$ cat src/rtl/moving_avg_filter.sv
// rtl/moving_avg_filter.sv - boxcar moving-average stage over the last 2^LOG2_N accepted samples
module moving_avg_filter #(
  parameter int Width  = 10,
  parameter int LOG2_N = 3
) (
  input  logic                    clk,
  input  logic                    rst_n,
  input  logic                    en,
  input  logic                    clr,
  input  logic                    valid_in,
  input  logic signed [Width-1:0] data_in,
  output logic signed [Width-1:0] data_out,
  output logic                    valid_out,
  output logic                    primed
);

  localparam int N  = 1 << LOG2_N;
  localparam int SW = Width + LOG2_N;
  localparam logic [LOG2_N:0] FILL_LAST = (LOG2_N + 1)'(N - 1);

  typedef enum logic {FILL, RUN} state_e;

  state_e                  state_q, state_d;
  logic signed [Width-1:0] win_q [N];
  logic signed [Width-1:0] win_d [N];
  logic signed [SW-1:0]    sum_q, sum_d, sum_next;
  logic [LOG2_N-1:0]       wr_ptr_q, wr_ptr_d;
  logic [LOG2_N:0]         fill_cnt_q, fill_cnt_d;
  logic signed [Width-1:0] data_out_q, data_out_d;
  logic                    valid_out_q, valid_out_d;
  logic signed [Width-1:0] old_sample;

  // Sliding-window update: swap the oldest sample for the new one in the running sum.
  always_comb begin
    old_sample = win_q[wr_ptr_q];
    sum_next   = sum_q + {{LOG2_N{data_in[Width-1]}}, data_in}
                       - {{LOG2_N{old_sample[Width-1]}}, old_sample};
  end

  // Next-state logic: flush has priority, then accept, otherwise hold with no strobe.
  always_comb begin
    state_d     = state_q;
    win_d       = win_q;
    sum_d       = sum_q;
    wr_ptr_d    = wr_ptr_q;
    fill_cnt_d  = fill_cnt_q;
    data_out_d  = data_out_q;
    valid_out_d = 1'b0;
    if (clr) begin
      state_d    = FILL;
      win_d      = '{default: '0};
      sum_d      = '0;
      wr_ptr_d   = '0;
      fill_cnt_d = '0;
      data_out_d = '0;
    end else if (en && valid_in) begin
      win_d[wr_ptr_q] = data_in;
      wr_ptr_d        = wr_ptr_q + 1'b1;
      sum_d           = sum_next;
      case (state_q)
        FILL: begin
          fill_cnt_d = fill_cnt_q + 1'b1;
          if (fill_cnt_q == FILL_LAST) begin
            state_d     = RUN;
            valid_out_d = 1'b1;
            // Upper bits of the sum are the floor-divided average (arithmetic shift).
            data_out_d  = sum_next[SW-1:LOG2_N];
          end
        end
        RUN: begin
          valid_out_d = 1'b1;
          data_out_d  = sum_next[SW-1:LOG2_N];
        end
        default: state_d = FILL;
      endcase
    end
  end

  // State and datapath registers with asynchronous power-up clear.
  always_ff @(posedge clk or negedge rst_n) begin
    if (!rst_n) begin
      state_q     <= FILL;
      win_q       <= '{default: '0};
      sum_q       <= '0;
      wr_ptr_q    <= '0;
      fill_cnt_q  <= '0;
      data_out_q  <= '0;
      valid_out_q <= 1'b0;
    end else begin
      state_q     <= state_d;
      win_q       <= win_d;
      sum_q       <= sum_d;
      wr_ptr_q    <= wr_ptr_d;
      fill_cnt_q  <= fill_cnt_d;
      data_out_q  <= data_out_d;
      valid_out_q <= valid_out_d;
    end
  end

  assign data_out  = data_out_q;
  assign valid_out = valid_out_q;
  assign primed    = (state_q == RUN);

endmodule

$ cat config.mk
export PLATFORM = sky130hd
export DESIGN_NAME = moving_avg_filter
export DESIGN_NICKNAME = d
export VERILOG_FILES = /design/src/rtl/moving_avg_filter.sv
export SDC_FILE = /design/constraint.sdc
export NUM_CORES = 1
export LEC_CHECK = 0
export BUFFER_PORTS_ARGS = -buffer_cell sky130_fd_sc_hd__clkbuf_2
export CORE_MARGIN = 2
export CORE_UTILIZATION = 49
export CTS_CLUSTER_SIZE = 24
export DETAILED_ROUTE_END_ITERATION = 7
export PLACE_DENSITY = 0.66
export SETUP_SLACK_MARGIN = 0.4
export SYNTH_ARGS = -nofsm -noshare
export SYNTH_HDL_FRONTEND = slang
export SYNTH_SLANG_ARGS = --single-unit
$ cat constraint.sdc
create_clock -name clk -period 4.6 [get_ports clk]
set_input_delay 0.92 -clock clk [delete_from_list [all_inputs] [get_ports clk]]
set_output_delay 0.92 -clock clk [all_outputs]
set_load 0.01 [all_outputs]
==> metrics.md <==
| Metric | Value |
|---|---|
| RR Endpoint | `sum_q[11]` |
| Post-synth EDFFs | `0` |
| Hold WC Path Type | `reg2reg` |
| Placed cell area | `6650 µm²` |
| Fin crit share | `84.8%` |
| Initial detailed-routing violation count | `505` |
| P&R area growth vs syn | `9.28%` |
| Post-route ant nets | `0` |
| Clock root buffer | `clkbuf_16` |
| Syn Nets | `741` |
| Initial antenna violation count | `0` |
| Max Freq | `0.256 GHz` |
| Final instance area | `6940 µm²` |
| Ant diodes | `0` |
| Hold buffer count at cts | `0` |
| Total CTS buffers | `9` |
| Final Setup Violations | `0` |
| Die span in x | `118 µm` |
| Clock Latency Late Sink | `370 ps` |
| Hold depth | `2` |
| Syn avg cell area | `9.10 µm²` |
| Floorplan Core Area | `12600 µm²` |
| Final net count | `747` |
| Power Density | `338 nW/µm²` |
| Pin count of the biggest net entering global routing | `74` |
| Cell count after synthesis | `698` |
| Clock sink count | `112` |
| Worst Hold End | `data_out[7]` |
| Layout cells sized above 1 | `12.6%` |
| H-tree depth | `3` |
| Register area share after synthesis | `44.1%` |
| Total Routing Usage GR | `24.7%` |
| Yosys Warn Count | `0` |
| Maximum root-to-sink buffer count | `2` |
| P_leak | `0.00300 µW` |
| Wire per inst | `18.2 µm` |
| Crit-path max FO | `19` |
| DRC | `0` |
| Routed via count | `5052` |
| Max-Cap Viols | `0` |
| Detailed-route vias per instance | `5.73` |
| Reg2reg start | `wr_ptr_q[0]` |
| Worst EP required | `4860 ps` |
| Worst-Margin Slew | `1100 ps` |
| Seq cells post-synth | `112` |
| First-pass iteration count of the detailed router | `5` |
| Final Max Tran Viols | `0` |
| Hold Crit Start | `data_out[7]` |
| Vias in the first global route | `5082` |
| Slew headroom | `26.6%` |
| Global-route wire length before repair | `27.1 mm` |
| Startpoint types | `flop` |
| Placer Congestion | `0.886` |
| Die Y | `118 µm` |
| Top cell type's share of synthesized area | `44.1%` |
| Worst R2R Path Depth | `12` |
| Post-synth design cell area | `6350 µm²` |
| Arrival @ worst endpoint | `4160 ps` |
| Minimum clock period | `3900 ps` |
| Top_reg_cell synth | `dfrtp_1` |
| Hold Violations, Final | `0` |
| Post-CTS Setup Inserts | `0` |
| Rows | `41` |
| Placed wire-length estimate | `10.8 mm` |
| CTS tree | `built` |
| Final Skew | `10.4 ps` |
| Reg2reg setup slack | `700 ps` |
| Clk slew on worst S/H paths | `70 ps` |
| Initial Util | `50.3%` |
| Outcome | `finished, final reports clean` |
| Kind of end point of the critical path | `flop` |
| Total negative setup slack | `0 ps` |
| Filler cells | `1207` |
| GRT Residual Overflow | `0` |
| Async set-reset flop share out of synthesis | `100%` |
| RSZ-0062 raised after global routing | `yes` |
| Post-synth cell types | `56` |
| IO Pins | `27` |
| Post-synth top area cell | `dfrtp_1` |
| Top cells by area, synth | `dfrtp_1, nand2_1, mux2i_1` |
| Peak VDD IR | `0.215 mV` |
| Area of the die | `13900 µm²` |
| Port Buffers | `26` |
| Wirelength, routed | `16.1 mm` |
| Critical path type | `reg2reg` |
-- area by class of cell --
cell class	count	area [µm²]	area share [%]
Inverter	49	184	2.65
Tap cell	172	215	3.10
Sequential cell	112	2810	40.4
Clock inverter	7	53.8	0.775
Timing Repair Buffer	43	267	3.84
Clock buffer	9	225	3.24
Multi-Input combinational cell	489	3190	46.0
-- worst max-delay path: stages, from the launching register on --
cell	delay, ps
dfrtp_2	490
buf_4	240
and2_1	230
a22o_1	260
a221o_1	350
fa_1	490
inv_1	40
ha_1	410
nand2_1	170
o21ai_1	140
a221o_1	360
or4_1	510
o311ai_1	90
-- timing repair --
action,in CTS,in global routing
resized for setup,1,7
gates cloned,0,0
endpoints found under the setup margin,2,5
-- stage by stage --
stage / utilization, % / hold WS, ps / setup WS [ps] / instances / power, µW
after detailed placement: 52.7 / 500 / 373 / 865 / 1590
after global routing: 55.0 / 537 / 398 / 881 / 2470
after CTS: 54.9 / 520 / 405 / 881 / 2350
after floorplan: - / 480 / 1060 / 698 / 1460
after global placement: 52.7 / 494 / 516 / 865 / 1580
final: 55.0 / 516 / 701 / 881 / 2350
-- synth_stat cells (3+ instances only) --
cell type and number:
a211oi_1 3, a21o_1 6, a21oi_1 74, a221o_1 5, a22oi_1 5, and2_1 3, buf_1 5, buf_2 10
clkbuf_1 32, dfrtp_1 112, fa_1 12, ha_1 16, inv_1 49, mux2_2 7, mux2i_1 41, mux4_2 6
nand2_1 129, nand2b_1 4, nand3_1 13, nand3b_1 7, nor2_1 58, nor2b_1 4, nor3_1 11, o21a_1 3
o21ai_0 26, o311ai_0 3, o41ai_1 4, or3_1 6, or4_1 3, xnor2_1 6
-- flip-flops by register name, indices dropped and copies added, names as in the netlist --
signal and flops:
wr_ptr_q 3, valid_out 1, sum_q 13, win_q 80, data_out 10, fill_cnt_q 4
primed 1
-- kinds of logic (layout without fill, tap and decap cells) --
logic type | count (synthesis) | after routing | synth area share, %
compound gates | 152 | 152 | 15.0
fa+ha+maj | 28 | 28 | 6.93
simple gates | 247 | 247 | 17.0
flops | 112 | 112 | 44.1
xor+xnor | 8 | 8 | 1.10
buf+inv | 97 | 108 | 6.05
mux | 54 | 54 | 9.83
-- per-layer routing --
layer	vias to the layer above	wire (µm)	global-route usage, %
li1	2382	-	-
met1	2524	7070	33.0
met2	126	8010	40.8
met3	20	726	5.04
met4	0	256	7.38
met5	-	0	0
-- cells in the final DEF (no fill, tap or decap), types with 4 or more instances in the layout --
cell type	netlist	routed
inv_1	49	49
nor3_1	11	8
xnor2_1	6	6
nor3_2	1	4
fa_1	12	12
a21oi_1	74	74
nor2_1	58	57
buf_4	0	18
nand3_1	13	13
o41ai_1	4	4
a22oi_1	5	5
mux2_2	7	7
mux2i_1	41	41
clkbuf_16	0	9
a21o_1	6	6
dfrtp_1	112	109
nor2b_1	4	4
nand3b_1	7	7
clkbuf_2	0	24
ha_1	16	16
or3_1	6	6
a221o_1	5	5
nand2_1	129	129
nand2b_1	4	4
mux4_2	6	6
o21ai_0	26	26
-- power by group --
part | total [µW] | internal, µW | switching, µW
Clock | 759 | 374 | 385
Sequential | 1030 | 1010 | 16.9
Combinational | 562 | 203 | 359
-- worst max path at each step --
stage,end,from,slack [ps],cells after the start
floorplan,sum_q[11],wr_ptr_q[0],1060,11
global placement,data_out[9],wr_ptr_q[2],520,11
detailed placement,data_out[9],wr_ptr_q[2],370,11
CTS,data_out[9],wr_ptr_q[0],400,12
global route,data_out[9],wr_ptr_q[0],400,12
finish,sum_q[11],wr_ptr_q[0],700,12
Note: power is estimated with default switching activity, not from simulation.
